==> src/rtl/dump_sender_pkg.sv <==
// dump_sender_pkg: shared types and constants for the sample-dump path.
//   DATA_W       sample / UART byte width
//   Sample       one sample byte
//   UNITY_GAIN   gain code that leaves a sample unchanged (2^GAIN_SHIFT)
//   dump_state_t dump_sender FSM states
package dump_sender_pkg;

    localparam int unsigned DATA_W = 8;

    typedef logic [DATA_W-1:0] Sample;

    localparam Sample UNITY_GAIN = Sample'(8'h80);

    typedef enum logic [2:0] {
        IDLE,
        READ,
        CORR,
        SEND,
        WAIT_TX,
        DONE
    } dump_state_t;

endpackage

==> src/rtl/dump_sender_if.sv <==
// dump_sender_if: bundles the capture, sample-RAM, correction and UART signals
// seen by dump_sender.
//   master: the dump_sender side (drives trmt/tx_data/dump_sent/busy/overrun)
//   slave : the environment side (capture controller, sample RAM, UART)
interface dump_sender_if;
    import dump_sender_pkg::*;

    logic  send_dump;  // capture: one-cycle request, RAM address valid
    Sample ram_rdata;  // RAM data, valid the cycle after send_dump
    logic  corr_en;    // 1 = apply offset/gain correction
    Sample offset;     // signed offset
    Sample gain;       // unsigned gain, UNITY_GAIN = 1.0
    logic  tx_done;    // UART: byte fully shifted out
    logic  trmt;       // UART: start transmit
    Sample tx_data;    // UART: byte to send
    logic  dump_sent;  // capture: byte transmitted
    logic  busy;       // byte in flight
    logic  overrun;    // sticky: request arrived while busy

    modport master (
        input  send_dump, ram_rdata, corr_en, offset, gain, tx_done,
        output trmt, tx_data, dump_sent, busy, overrun
    );

    modport slave (
        output send_dump, ram_rdata, corr_en, offset, gain, tx_done,
        input  trmt, tx_data, dump_sent, busy, overrun
    );

endinterface

==> src/rtl/dump_sender_sample_corrector.sv <==
// sample_corrector: combinational offset/gain correction with saturation.
//   raw     input  sample byte
//   offset  input  signed two's-complement offset
//   gain    input  unsigned gain, 2^GAIN_SHIFT = unity
//   corr_en input  0 passes raw through untouched
//   res     output corrected byte
module sample_corrector
    import dump_sender_pkg::*;
#(
    parameter int unsigned GAIN_SHIFT = 7
) (
    input  Sample raw,
    input  Sample offset,
    input  Sample gain,
    input  logic  corr_en,
    output Sample res
);

    // Two extra bits hold raw + offset without overflow (-128..382 for 8 bits).
    localparam int unsigned SUM_W = DATA_W + 2;

    logic signed [SUM_W-1:0]  sum;
    Sample                    s8;
    logic [2*DATA_W-1:0]      prod;
    logic [2*DATA_W-1:0]      scaled;

    always_comb begin
        sum = $signed({2'b00, raw}) + $signed({{2{offset[DATA_W-1]}}, offset});

        if (sum[SUM_W-1]) begin
            s8 = '0;
        end else if (|sum[SUM_W-2:DATA_W]) begin
            s8 = '1;
        end else begin
            s8 = sum[DATA_W-1:0];
        end

        prod   = {{DATA_W{1'b0}}, s8} * {{DATA_W{1'b0}}, gain};
        scaled = prod >> GAIN_SHIFT;

        if (!corr_en) begin
            res = raw;
        end else if (|scaled[2*DATA_W-1:DATA_W]) begin
            res = '1;
        end else begin
            res = scaled[DATA_W-1:0];
        end
    end

endmodule

==> src/rtl/dump_sender.sv <==
// dump_sender: moves one sample byte per capture request from sample RAM to the
// UART, applying offset/gain correction on the way.
//   clk    input  system clock (rising edge)
//   rst_n  input  asynchronous active-low reset
//   bus    dump_sender_if.master: capture request/ack, RAM data, correction
//          settings, UART trmt/tx_data/tx_done, busy and sticky overrun
// Timing: send_dump at N -> trmt at N+3; tx_done at M -> dump_sent at M+1.
module dump_sender
    import dump_sender_pkg::*;
#(
    parameter int unsigned GAIN_SHIFT = 7
) (
    input  logic                 clk,
    input  logic                 rst_n,
    dump_sender_if.master        bus
);

    dump_state_t state_q;
    Sample       raw_q;
    Sample       corr_res;

    // Correction settings are live inputs; they only matter in CORR, where
    // the result is captured into tx_data.
    sample_corrector #(
        .GAIN_SHIFT (GAIN_SHIFT)
    ) u_corrector (
        .raw     (raw_q),
        .offset  (bus.offset),
        .gain    (bus.gain),
        .corr_en (bus.corr_en),
        .res     (corr_res)
    );

    always_ff @(posedge clk or negedge rst_n) begin
        if (!rst_n) begin
            state_q       <= IDLE;
            raw_q         <= '0;
            bus.trmt      <= 1'b0;
            bus.tx_data   <= '0;
            bus.dump_sent <= 1'b0;
            bus.busy      <= 1'b0;
            bus.overrun   <= 1'b0;
        end else begin
            bus.trmt      <= 1'b0;
            bus.dump_sent <= 1'b0;

            // DONE counts as idle so capture can chain the next request.
            if (bus.send_dump && (state_q != IDLE) && (state_q != DONE)) begin
                bus.overrun <= 1'b1;
            end

            unique case (state_q)
                IDLE: begin
                    if (bus.send_dump) begin
                        state_q  <= READ;
                        bus.busy <= 1'b1;
                    end
                end
                READ: begin
                    raw_q   <= bus.ram_rdata;
                    state_q <= CORR;
                end
                CORR: begin
                    bus.tx_data <= corr_res;
                    bus.trmt    <= 1'b1;
                    state_q     <= SEND;
                end
                SEND, WAIT_TX: begin
                    if (bus.tx_done) begin
                        bus.dump_sent <= 1'b1;
                        state_q       <= DONE;
                    end else begin
                        state_q <= WAIT_TX;
                    end
                end
                DONE: begin
                    if (bus.send_dump) begin
                        state_q <= READ;
                    end else begin
                        state_q  <= IDLE;
                        bus.busy <= 1'b0;
                    end
                end
                default: state_q <= IDLE;
            endcase
        end
    end

endmodule

==> src/flat_wrapper.sv <==
// flat-port wrapper written by rule: the top's interface ports become plain ports
module dump_sender_flat import dump_sender_pkg::*;
#(
    parameter int unsigned GAIN_SHIFT = 7
)
  (clk, rst_n, bus_send_dump, bus_ram_rdata, bus_corr_en, bus_offset, bus_gain, bus_tx_done, bus_trmt, bus_tx_data, bus_dump_sent, bus_busy, bus_overrun);
  dump_sender_if bus_i ();
  input  logic clk;
  input  logic rst_n;
  input wire logic [$bits(bus_i.send_dump)-1:0] bus_send_dump;
  input wire logic [$bits(bus_i.ram_rdata)-1:0] bus_ram_rdata;
  input wire logic [$bits(bus_i.corr_en)-1:0] bus_corr_en;
  input wire logic [$bits(bus_i.offset)-1:0] bus_offset;
  input wire logic [$bits(bus_i.gain)-1:0] bus_gain;
  input wire logic [$bits(bus_i.tx_done)-1:0] bus_tx_done;
  output wire logic [$bits(bus_i.trmt)-1:0] bus_trmt;
  output wire logic [$bits(bus_i.tx_data)-1:0] bus_tx_data;
  output wire logic [$bits(bus_i.dump_sent)-1:0] bus_dump_sent;
  output wire logic [$bits(bus_i.busy)-1:0] bus_busy;
  output wire logic [$bits(bus_i.overrun)-1:0] bus_overrun;
  assign bus_i.send_dump = bus_send_dump;
  assign bus_i.ram_rdata = bus_ram_rdata;
  assign bus_i.corr_en = bus_corr_en;
  assign bus_i.offset = bus_offset;
  assign bus_i.gain = bus_gain;
  assign bus_i.tx_done = bus_tx_done;
  assign bus_trmt = bus_i.trmt;
  assign bus_tx_data = bus_i.tx_data;
  assign bus_dump_sent = bus_i.dump_sent;
  assign bus_busy = bus_i.busy;
  assign bus_overrun = bus_i.overrun;
  dump_sender #(.GAIN_SHIFT(GAIN_SHIFT)) u_core (.clk(clk), .rst_n(rst_n), .bus(bus_i));
endmodule
==> config.mk <==
export PLATFORM = sky130hd
export DESIGN_NAME = dump_sender_flat
export DESIGN_NICKNAME = d
export VERILOG_FILES = /design/src/rtl/dump_sender_pkg.sv /design/src/rtl/dump_sender_if.sv /design/src/rtl/dump_sender_sample_corrector.sv /design/src/rtl/dump_sender.sv /design/src/flat_wrapper.sv
export SDC_FILE = /design/constraint.sdc
export NUM_CORES = 1
export LEC_CHECK = 0
export CAP_MARGIN = 30
export CORE_ASPECT_RATIO = 0.75
export CORE_MARGIN = 3
export CORE_UTILIZATION = 58
export DETAILED_ROUTE_END_ITERATION = 10
export HOLD_SLACK_MARGIN = 0.12
export PLACE_DENSITY = 0.87
export SETUP_SLACK_MARGIN = 0.02
export SLEW_MARGIN = 25
export SYNTH_ARGS = -nofsm -noshare
export SYNTH_HDL_FRONTEND = slang
export SYNTH_SLANG_ARGS = --single-unit
==> constraint.sdc <==
create_clock -name clk -period 6.9 [get_ports clk]
set_input_delay 0.69 -clock clk [delete_from_list [all_inputs] [get_ports clk]]
set_output_delay 0.69 -clock clk [all_outputs]
set_load 0.02 [all_outputs]
==> results of run 1 <==
==> how the worst max path moves through the flow <==
stage                             start                           endpoint  slack, ns  cells after the start
after global placement    bus_offset[0]  u_core.bus.tx_data[6]$_DFFE_PN0P_       0.09                     24
after floorplan           bus_offset[0]  u_core.bus.tx_data[6]$_DFFE_PN0P_       0.87                     23
final                     bus_offset[0]  u_core.bus.tx_data[6]$_DFFE_PN0P_       0.29                     24
after detailed placement  bus_offset[0]  u_core.bus.tx_data[6]$_DFFE_PN0P_      -0.18                     24
after global routing      bus_offset[0]  u_core.bus.tx_data[6]$_DFFE_PN0P_       0.01                     26
after CTS                 bus_offset[0]  u_core.bus.tx_data[6]$_DFFE_PN0P_        0.1                     24
==> cells in the final DEF, fill, tap and decap left out, types with 2 or more instances in the layout <==
cell             count
xor2_1               8
ha_1                42
o21ai_0             18
dfrtp_1             23
nand2b_1             6
xnor2_1              7
nor2b_1              3
a21o_1               9
fa_1                36
inv_1               45
and2_1              51
or3_1                3
clkbuf_8             3
a21oi_2              2
nor3_1               5
clkdlybuf4s50_1     40
a211o_2              2
mux2_2               6
nor2_1              11
o22ai_1              4
o21ai_1              2
buf_4               11
nand2_1             25
mux2i_1              2
nand3_1              6
a211o_1              2
a21oi_1             21
==> stage by stage <==
step                      TNS (ns)  std cells
after floorplan                  0        365
after detailed placement   -0.8151        489
after global routing             0        493
after CTS                        0        493
final                            0        493
after global placement           0        488
==> cells by family after synthesis <==
kind of cell / Yosys count / synth area share [%]
AOI/OAI and AO/OA: 76 / 14.64
xor gates and xnor gates: 16 / 4.193
adders and majority gates: 78 / 37.29
buffers and inverters: 48 / 5.391
DFF: 23 / 17.22
muxes: 8 / 2.621
and+or+nand+nor: 116 / 18.65
==> state kept, by name, summed over array words and instances (netlist names) <==
register,cells
u_core.bus.tx_data,8
u_core.raw_q,8
u_core.state_q,3
u_core.bus.busy,1
u_core.bus.dump_sent,1
u_core.bus.overrun,1
u_core.bus.trmt,1
==> final cells by class <==
type / count / area share [%]
Sequential cell: 23 / 14.35
Clock buffer: 4 / 1.123
Inverter: 45 / 4.212
Multi-Input combinational cell: 294 / 65.55
Tap cell: 75 / 2.340
Timing Repair Buffer: 52 / 12.42
==> layer usage <==
metal	track usage (%)	wire length [µm]
met5	0	0
met4	4.327	48
met1	35.33	3471
met2	39.62	3716
met3	3.778	421
==> timing repair <==
action | CTS | global route
endpoints found under the hold margin | 0 | 0
endpoints found under the setup margin | 0 | 8
gates resized for setup | 0 | 10
==> metrics.txt, run 1 <==
status finished, final reports clean; post-layout min period 6.609 ns; Die Y 71.74 µm; Post-CTS Setup Inserts 0; Area contributors post-synth fa_1 (22%), dfrtp_1 (17%), ha_1 (16%); MaxCap Viol Count 0; Worst R2R End u_core.bus.tx_data[6]$_DFFE_PN0P_; CP max stage delay 0.55 ns; DR pass1 iterations 5; core area 5468 µm²; reg2reg setup slack 0.77 ns; CTS hold repair buffers 0; Tot GR Track Use 24.38%; commonest cells in the netlist and2_1 (51), inv_1 (45), ha_1 (42), fa_1 (36), nand2_1 (26); clk root buf clkbuf_8; residual overflow from global routing 0; vias in the first global route 2853; Final Setup Violations 0; crit-path max FO 8; Hold Crit Class reg2reg; worst hold path startpoint u_core.bus.overrun$_DFFE_PN0P_; CP Class in2reg; clock sink count 23; Period Utilization, post-route 95.78%; antenna-violating nets left 0; max-slew violations 0; antenna cells 0; first-pass GRT wire length 13.05 mm; Detailed Route Iter0 Violations 133; placed instance area 3923 µm²; CP top delay family adder cells; gpl congestion 0.8827; die width 93.65 µm; final core occ 73.34%; die area 6718 µm²; cell with the most instances after synthesis and2_1; share of cells above drive strength 1 9.091%; Worst Path Required 7.05 ns; area of the multi-input gates 2629 µm²; WHS Endpoint u_core.bus.overrun$_DFFE_PN0P_; Post-Syn Instances 365; Max H-tree Level 1; Design Area, Final 4010 µm²; CTS tree built; nets@finish 526; PnR worst setup slack 0.2910 ns; CP Cell Sequence clkdlybuf4s50_1 > ha_1 > inv_1 > fa_1 > nand2b_1 > a21oi_2 > a211o_1 > nand2_2 > a21oi_2 > and2_1 > fa_1 > fa_1 > fa_1 > inv_1 > fa_1 > inv_1 > ha_1 > a21o_1 > nand2_1 > inv_1 > a211o_2 > a31oi_2 > xor2_1 > a21oi_1; clk buf depth 2; PortBufs 40; Final Hold Viols 0; Min Hold Slack 0.4902 ns; CP bufs+invs 5; Clk pin slew, worst setup/hold paths 0.08 ns; critical path capture point type register; most common flop cell mapped by yosys dfrtp_1; Vias/cell 5.633; #FFs+latches synth 23; FMAX 151.3 MHz; wire per inst 15.53 µm; Synth top area share 21.56%; number of CTS-inserted buffers 3; Mapped Area 3342 µm²; Crit-path slowest cell fa_1; FF-to-FF path depth 23; worst-skew pair later-pin latency 0.27 ns; Worst EP arrival 6.76 ns; Crit path top cell by count fa_1; Worst Max-Slew Pin Slew 0.7311 ns; post-synthesis sequential area ratio 17.22%; filler cell count 419; crit path launch type primary input; # DRC 0; Initial Util 61.12%; EDFF count, synth 0; Via Count 2777; Post-DP HPWL 6.367 mm; Synth-to-Final Area Change 19.99%; unrepaired setup endpoints after global routing false; ys async rst share 100.0%; Setup Skew 0.002763 ns; largest net degree at the start of global routing 16; # rows 23; post-synth top area cell fa_1; final WL 7.657 mm; Yosys warning total 0; Rel. slew slack 51.08%; hold-critical path depth 1; io pins 41; net count after synthesis 472; DP Worst Slack -0.1781 ns; initial antenna violation count 0; count of cell types in the netlist 41; r2r startpoint u_core.raw_q[0]$_DFFE_PN0P_; Register Area 575.6 µm²; syn avg cell area 9.156 µm²
Power of run 1 is left out: the tool's default activity adds up to more than one toggle a clock period on the data nets, which glitch-free logic cannot reach.
==> run 2: changes to the inputs <==
==> constraint.sdc (replaced) <==
create_clock -name clk -period 6.9 [get_ports clk]
set_input_delay 0.69 -clock clk [delete_from_list [all_inputs] [get_ports clk]]
set_output_delay 0.69 -clock clk [all_outputs]
set_load 0.1 [all_outputs]
==> results of run 2 <==
Same layout as run 1 (identical final DEF). Status: finished, final reports clean.
Power of run 2 is left out for the same reason.
==> run 3: changes to the inputs <==
--- a/config.mk
+++ b/config.mk
@@ -10,7 +10,7 @@
 export CORE_MARGIN = 3
 export CORE_UTILIZATION = 58
 export DETAILED_ROUTE_END_ITERATION = 10
-export HOLD_SLACK_MARGIN = 0.12
+export GPL_TIMING_DRIVEN = 0
 export PLACE_DENSITY = 0.87
 export SETUP_SLACK_MARGIN = 0.02
 export SLEW_MARGIN = 25
==> run 3 against run 2 <==
Against the previous run:
- sequential share of layout area is essentially flat
- worst hold slack got worse by 0.11 ns
- routed wire length shrank 2.2%
- via count decreased by 0.18%
- non-clock buffer count is 7 lower
- critical path depth is 1 higher
- first-iteration DRC count decreased by 14%
- largest cell class unchanged
==> metrics.txt, run 3 (synthesized netlist as in run 1, its figures left out) <==
status finished, final reports clean; Rel. slew slack 34.07%; FMAX 151.0 MHz; r2r startpoint u_core.raw_q[5]$_DFFE_PN0P_; Via Count 2772; io pins 41; area of the multi-input gates 2706 µm²; worst setup path end u_core.bus.tx_data[6]$_DFFE_PN0P_; CP top delay family adder cells; Crit path top cell by count fa_1; Hold Crit Class in2async; DR pass1 iterations 4; placed instance area 3836 µm²; Worst path depth 25; MaxCap Viol Count 0; CP bufs+invs 4; CP max stage delay 0.52 ns; Non-Filler Instances 486; wire per inst 15.41 µm; leading cell types in the layout, fill and taps excluded and2_1 (51), inv_1 (45), ha_1 (41); antenna cells 0; clk root buf clkbuf_8; initial antenna violation count 0; FF-to-FF path depth 22; Vias/cell 5.704; clock sink count 23; crit path launch type primary input; CP Class in2reg; Clk pin slew, worst setup/hold paths 0.07 ns; share of cells above drive strength 1 8.273%; CP startpoint bus_offset[0]; placed cell count 480; Initial Util 61.12%; die area 6718 µm²; Top Registers u_core.bus.tx_data x8, u_core.raw_q x8, u_core.state_q x3; Synth-to-Final Area Change 20.10%; CTS tree built; first-pass GRT wire length 12.44 mm; crit-path max FO 8; residual overflow from global routing 0; Worst Path Required 7.04 ns; nets@finish 519; Worst EP arrival 6.77 ns; vias in the first global route 2702; commonest non-fill, non-tap cell in the layout and2_1; reg2reg setup slack 0.70 ns; clk buf depth 2; post-layout min period 6.624 ns; core area 5468 µm²; Die Y 71.74 µm; gpl congestion 0.8997; Period Utilization, post-route 96.00%; die width 93.65 µm; filler cell count 399; Detailed Route Iter0 Violations 114; Worst Max-Slew Pin Slew 0.9859 ns; antenna-violating nets left 0; Register Area 575.6 µm²; Max H-tree Level 1; Post-DP HPWL 6.084 mm; largest net degree at the start of global routing 24; # rows 23; final WL 7.489 mm; Final Hold Viols 0; Tot GR Track Use 23.01%; Design Area, Final 4014 µm²; Worst R2R End u_core.bus.tx_data[6]$_DFFE_PN0P_; max-slew violations 0; Setup Skew 0.005873 ns; Final Setup Violations 0; PortBufs 40; critical path capture point type register; number of CTS-inserted buffers 3; # DRC 0; Crit-path slowest cell fa_1; worst-skew pair later-pin latency 0.27 ns
-- run 3: how the worst min path moves through the flow --
stage	depth (start not counted)	startpoint	end
after floorplan	0	rst_n	u_core.bus.busy$_DFFE_PN0P_
after global placement	1	u_core.bus.overrun$_DFFE_PN0P_	u_core.bus.overrun$_DFFE_PN0P_
after detailed placement	1	u_core.bus.overrun$_DFFE_PN0P_	u_core.bus.overrun$_DFFE_PN0P_
after CTS	1	u_core.bus.overrun$_DFFE_PN0P_	u_core.bus.overrun$_DFFE_PN0P_
after global routing	1	rst_n	u_core.bus.tx_data[2]$_DFFE_PN0P_
final	1	rst_n	u_core.bus.trmt$_DFF_PN0_
-- run 3: worst reg2reg max path, cell delays in order, from the launching register on --
cell	delay [ns]
dfrtp_1	0.44
ha_1	0.43
nand3_1	0.13
o211a_1	0.24
o31a_1	0.18
xnor2_4	0.50
a21oi_4	0.11
and2_1	0.21
fa_1	0.41
inv_1	0.11
fa_1	0.43
fa_1	0.49
inv_1	0.05
fa_1	0.50
ha_1	0.34
nand4b_1	0.13
nor3_1	0.06
mux2i_1	0.27
o21ai_2	0.16
a211o_2	0.41
a31oi_1	0.22
xor2_1	0.19
a21oi_1	0.09
-- run 3: area by class of cell --
type / count / area share [%]
repair buffers: 42 / 10.29
clock buffers: 4 / 1.122
flip-flops and latches: 23 / 14.34
well taps: 75 / 2.338
inverters: 45 / 4.208
multi-input cells: 294 / 67.43
plain buffers: 3 / 0.2805
-- run 3: metrics by stage --
step | hold slack (ns) | worst slack (ns) | util, % | TNS (ns)
6_report | 0.3851 | 0.2763 | 73.41 | 0
5_1_grt | 0.4147 | -0.04457 | 73.41 | -0.09242
4_1_cts | 0.4882 | 0.05726 | 71.33 | 0
3_5_place_dp | 0.4665 | -0.2609 | 70.16 | -1.554
3_3_place_gp | 0.4490 | -0.1906 | 70.16 | -0.8237
2_1_floorplan | 0.3944 | 0.8691 | - | 0
-- run 3: routing by layer --
layer / vias to the layer above / share of wire (%) / wire (µm) / GRT usage [%]
met2: 86 / 48 / 3630 / 38.03
li1: 1313 / - / - / -
met4: 0 / 0.88 / 66 / 3.526
met5: - / 0 / 0 / 0
met1: 1360 / 46 / 3436 / 33.17
met3: 13 / 4.7 / 355 / 3.358
-- run 3: what timing repair did --
item | CTS | global route
pin swaps | 0 | 3
endpoints found under the setup margin | 1 | 8
setup buffers | 0 | 2
resized for setup | 5 | 18
hold buffers | 0 | 0
Power of run 3 is left out for the same reason.
==> patch 1: new RTL, settings of run 3 <==
Make the reset (`rst_n`) synchronous in one clocked block. Comments in the files are not updated.
--- a/src/rtl/dump_sender.sv
+++ b/src/rtl/dump_sender.sv
@@ -33,3 +33,3 @@
 
-    always_ff @(posedge clk or negedge rst_n) begin
+    always_ff @(posedge clk) begin
         if (!rst_n) begin
Formal check against the unedited RTL: differs if rst_n is asserted again (counterexample within 4 cycles, from zero or initial values and one cycle with rst_n low); with rst_n held inactive, the same outputs for 4 cycles.
==> patch 1 against run 3 <==
  * Wire length is 26% higher
  * Final area is 14% higher
  * Core utilization is 4.2 points higher
  * Clock skew hardly changed
  * Critical endpoint is now u_core.bus.tx_data[6]
  * Count of clock-buffer cells in the layout is 1 lower
  * Worst setup slack worse by 0.092 ns
  * Sequential cell count stayed put
  * Area after synthesis is 7.5% higher
==> patch 1: results <==
[logic_synthesis]
yosysSeqAreaShare_pct = 12.82
async_flop_share_pct = 0
synth_area_leaders = fa_1, ha_1, dfxtp_1
syn-num-nets = 512
yosysUniqueCellTypes = 59
ys.flop_type = dfxtp_1
syn_area_per_cell_um2 = 8.870
yosys-top-cells-count = and2_1, inv_1, ha_1

[detailed_routing]
drt_iter0_drc = 94
routed_wl_um = 9412

[critical_path]
worstPathMaxFanout = 9
arrival_ns = 6.86

[cts]
clockBufferDepth = 2

[grt]
grt_pass1_vias = 3219
grt_pass1_wl_um = 15010
grt_use_total_pct = 25.39
grt_max_degree = 14

[layout]
final_cells = 546
drive_above_1_share_pct = 17.09
top_regs = u_core.bus.tx_data: 8 flops, u_core.raw_q: 8 flops, u_core.state_q: 3 flops
nets = 576

[place]
io_buffers = 40
post_dp_cell_area_um2 = 4090
place_congestion = 0.8049
place_hpwl_um = 7091

[worst_hold_path]
min_path_type = reg -> reg

[power_and_ir_drop]
p_leak_nw = 2.024

[timing]
finalClockSkew_ns = 0.006237
tightest_slew_ns = 0.9908

[outcome]
outcome = complete, no violations
[patch 1: power by group]
group	switching (W)	internal (W)	leakage, nW
logic	0.000763	0.000581	1.81
registers	0.0000171	0.000154	0.188
clock network	0.0000451	0.0000403	0.0255
total	0.000825	0.000775	2.02
[patch 1: repair_timing]
| item | CTS | global route |
|---|---|---|
| endpoints found under the hold margin | 0 | 0 |
| setup endpoints to repair | 8 | 8 |
| pin swaps | 16 | 20 |
| buffers inserted | 9 | 10 |
| gates resized for setup | 35 | 21 |
[patch 1: cells by family after synthesis]
| logic type | after synthesis | share of synthesized area [%] |
|---|---|---|
| AO/OA/AOI/OAI | 82 | 18.25 |
| multiplexers | 14 | 3.936 |
| adder cells (fa/ha/maj) | 78 | 34.69 |
| XOR/XNOR | 10 | 2.438 |
| buffers and inverters | 54 | 5.677 |
| AND/OR/NAND/NOR | 144 | 22.19 |
| flip-flops | 23 | 12.82 |
[patch 1: path summary, 6_finish.rpt]
| check | end | slack (ns) | cells past startpoint | from |
|---|---|---|---|---|
| setup / recovery | u_core.bus.tx_data[6] | 0.18 | 26 | bus_offset[1] |
| hold / removal | u_core.bus.tx_data[0] | 0.47 | 2 | u_core.bus.tx_data[0] |
| setup reg to reg | u_core.bus.tx_data[6] | 0.47 | 27 | u_core.raw_q[0] |
| hold reg to reg | u_core.bus.tx_data[0] | 0.47 | 2 | u_core.bus.tx_data[0] |
[patch 1: per-layer routing]
metal | global-route usage, % | wire (um)
met1 | 32.85 | 4194
met2 | 47.02 | 4800
met3 | 2.718 | 351
met5 | 0 | 0
met4 | 5.296 | 65
[patch 1: worst max-delay path: cells and delay by family]
family / cells / cell delay, ns
compound gates: 7 / 1.49
buf+inv: 7 / 1.04
simple gates: 6 / 1.01
fa+ha+maj: 6 / 2.63
[patch 1: final cells by class]
cell class                 count  area (um^2)
multi-input combinational    328         3218
fill                         379         1325
timing repair buffer          59        554.3
sequential                    23        460.4
inverter                      48        180.2
tap                           78        97.59
clock buffer                   3        41.29
buffer                         6        33.78
clock inverter                 1        5.005
[patch 1: stage by stage]
stage               setup WS (ns)  power (W)
floorplan                  0.3264   0.001062
global placement          -0.7123   0.001251
detailed placement        -0.9555   0.001310
CTS                       0.02336   0.001518
global route            -0.009268   0.001742
finish                     0.1845   0.001601
==> patch 2: new RTL, config.mk and constraints of run 3 <==
Made on the original files. The package constant `DATA_W` goes from 8 to 9.
--- a/src/rtl/dump_sender_pkg.sv
+++ b/src/rtl/dump_sender_pkg.sv
@@ -7,3 +7,3 @@
 
-    localparam int unsigned DATA_W = 8;
+    localparam int unsigned DATA_W = 9;
 
Ports: changed (resized bus_gain, bus_offset, bus_ram_rdata and bus_tx_data); port bits go from 41 to 45. The function was not compared with the original's and may differ.
==> patch 2 against run 3 <==
  * The run now ends with setup timing left
  * Worst setup slack worse by 0.44 ns
  * Wire length rose by 110%
  * Clock skew rose by 0.0080 ns
  * Count of clock-buffer cells in the layout is 1 lower
  * Area after synthesis increased by 27%
  * Sequential cell count is 2 higher
  * Final area up 45%
Power is not shown: default switching activity piles up to over one toggle a cycle in this logic, so the estimate is an artifact.
==> patch 2: results <==
[grt]
grt_pass1_vias = 4233
grt_max_degree = 26
antenna_found_initial = 0
grt_pass1_wl_um = 21110
grt_use_total_pct = 31.86

[timing]
finalHoldWorstSlack_ns = 0.3951
setup_tns_ns = -1.077
finalClockSkew_ns = 0.01390
worst_slack_ns = -0.1657
setup_viol = 9
max_slew_margin_pct = 31.83

[place]
post_dp_cell_area_um2 = 4778
place_ws_ns = -1.316
place_hpwl_um = 8060
dp_cells = 616
place_congestion = 0.8659

[layout]
final_core_util_pct = 83.84
fillers = 335
nets = 705
top_regs = u_core.bus.tx_data: 9 flops, u_core.raw_q: 9 flops, u_core.state_q: 3 flops
n_antenna_cell = 0
drive_above_1_share_pct = 27.16

[cts]
clockBufferDepth = 2
root_buffer = clkbuf_8
cts.repair.resized = 75
cts_setup_buffers = 32
numCtsBuffers = 3
clkTransAtPathRegs_ns = 0.10

[logic_synthesis]
synth.area.mux_share_pct = 2.085
yosys-top-cells-count = inv_1, nand2_1, and2_1
yosysSeqAreaShare_pct = 14.68
synth_area_leaders = fa_1, dfrtp_1, ha_1
syn_area_per_cell_um2 = 8.913
yosysUniqueCellTypes = 53
syn-num-nets = 604
synth_compound_area_share_pct = 15.36
post_synth_fa_ha_maj_area_fraction_pct = 36.42
async_flop_share_pct = 100.0
synth_xor_xnor_area_share_pct = 4.670
synth_warnings = 0

[critical_path]
crit_family = adder cells
worstPathMaxFanout = 6
arrival_ns = 7.23
r2r_slack_ns = -0.08
rr_worst_depth = 28
cp_slowest_stage_delay_ns = 0.55
worstReg2RegEnd = u_core.bus.tx_data[0]
r2r-start = u_core.raw_q[1]

[detailed_routing]
routed_wl_um = 15840
drt_iter0_drc = 543
via_per_inst = 6.503
drtPass1Iterations = 8
wire_per_inst_um = 23.43

[worst_hold_path]
min_path_type = in -> async

[outcome]
outcome = finished with violations
violations = setup timing
patch 2: layout make-up:
cell class	count	share of cell area, %
Clock inverter	1	0.1286
Tap cell	98	2.101
Multi-Input combinational cell	373	65.77
Inverter	70	4.502
Timing Repair Buffer	96	15.31
Clock buffer	3	0.7074
Buffer	10	0.7717
Sequential cell	25	10.72
patch 2: worst max-delay path by stage:
stage / start / endpoint / cells past startpoint
finish: bus_offset[6] / u_core.bus.tx_data[0] / 28
global route: bus_offset[6] / u_core.bus.tx_data[0] / 25
floorplan: bus_offset[6] / u_core.bus.tx_data[7] / 23
global placement: bus_offset[8] / u_core.bus.tx_data[7] / 24
CTS: bus_offset[6] / u_core.bus.tx_data[4] / 27
detailed placement: bus_offset[8] / u_core.bus.tx_data[7] / 24
patch 2: metal layers:
layer	wire length (um)	up-vias	track usage (%)	part of all wire, %
met5	0	-	0	0
met4	1351	0	14.29	8.5
met3	1756	154	4.177	11
met2	7241	387	55.83	46
met1	5489	2073	39.77	35
li1	-	1782	-	-
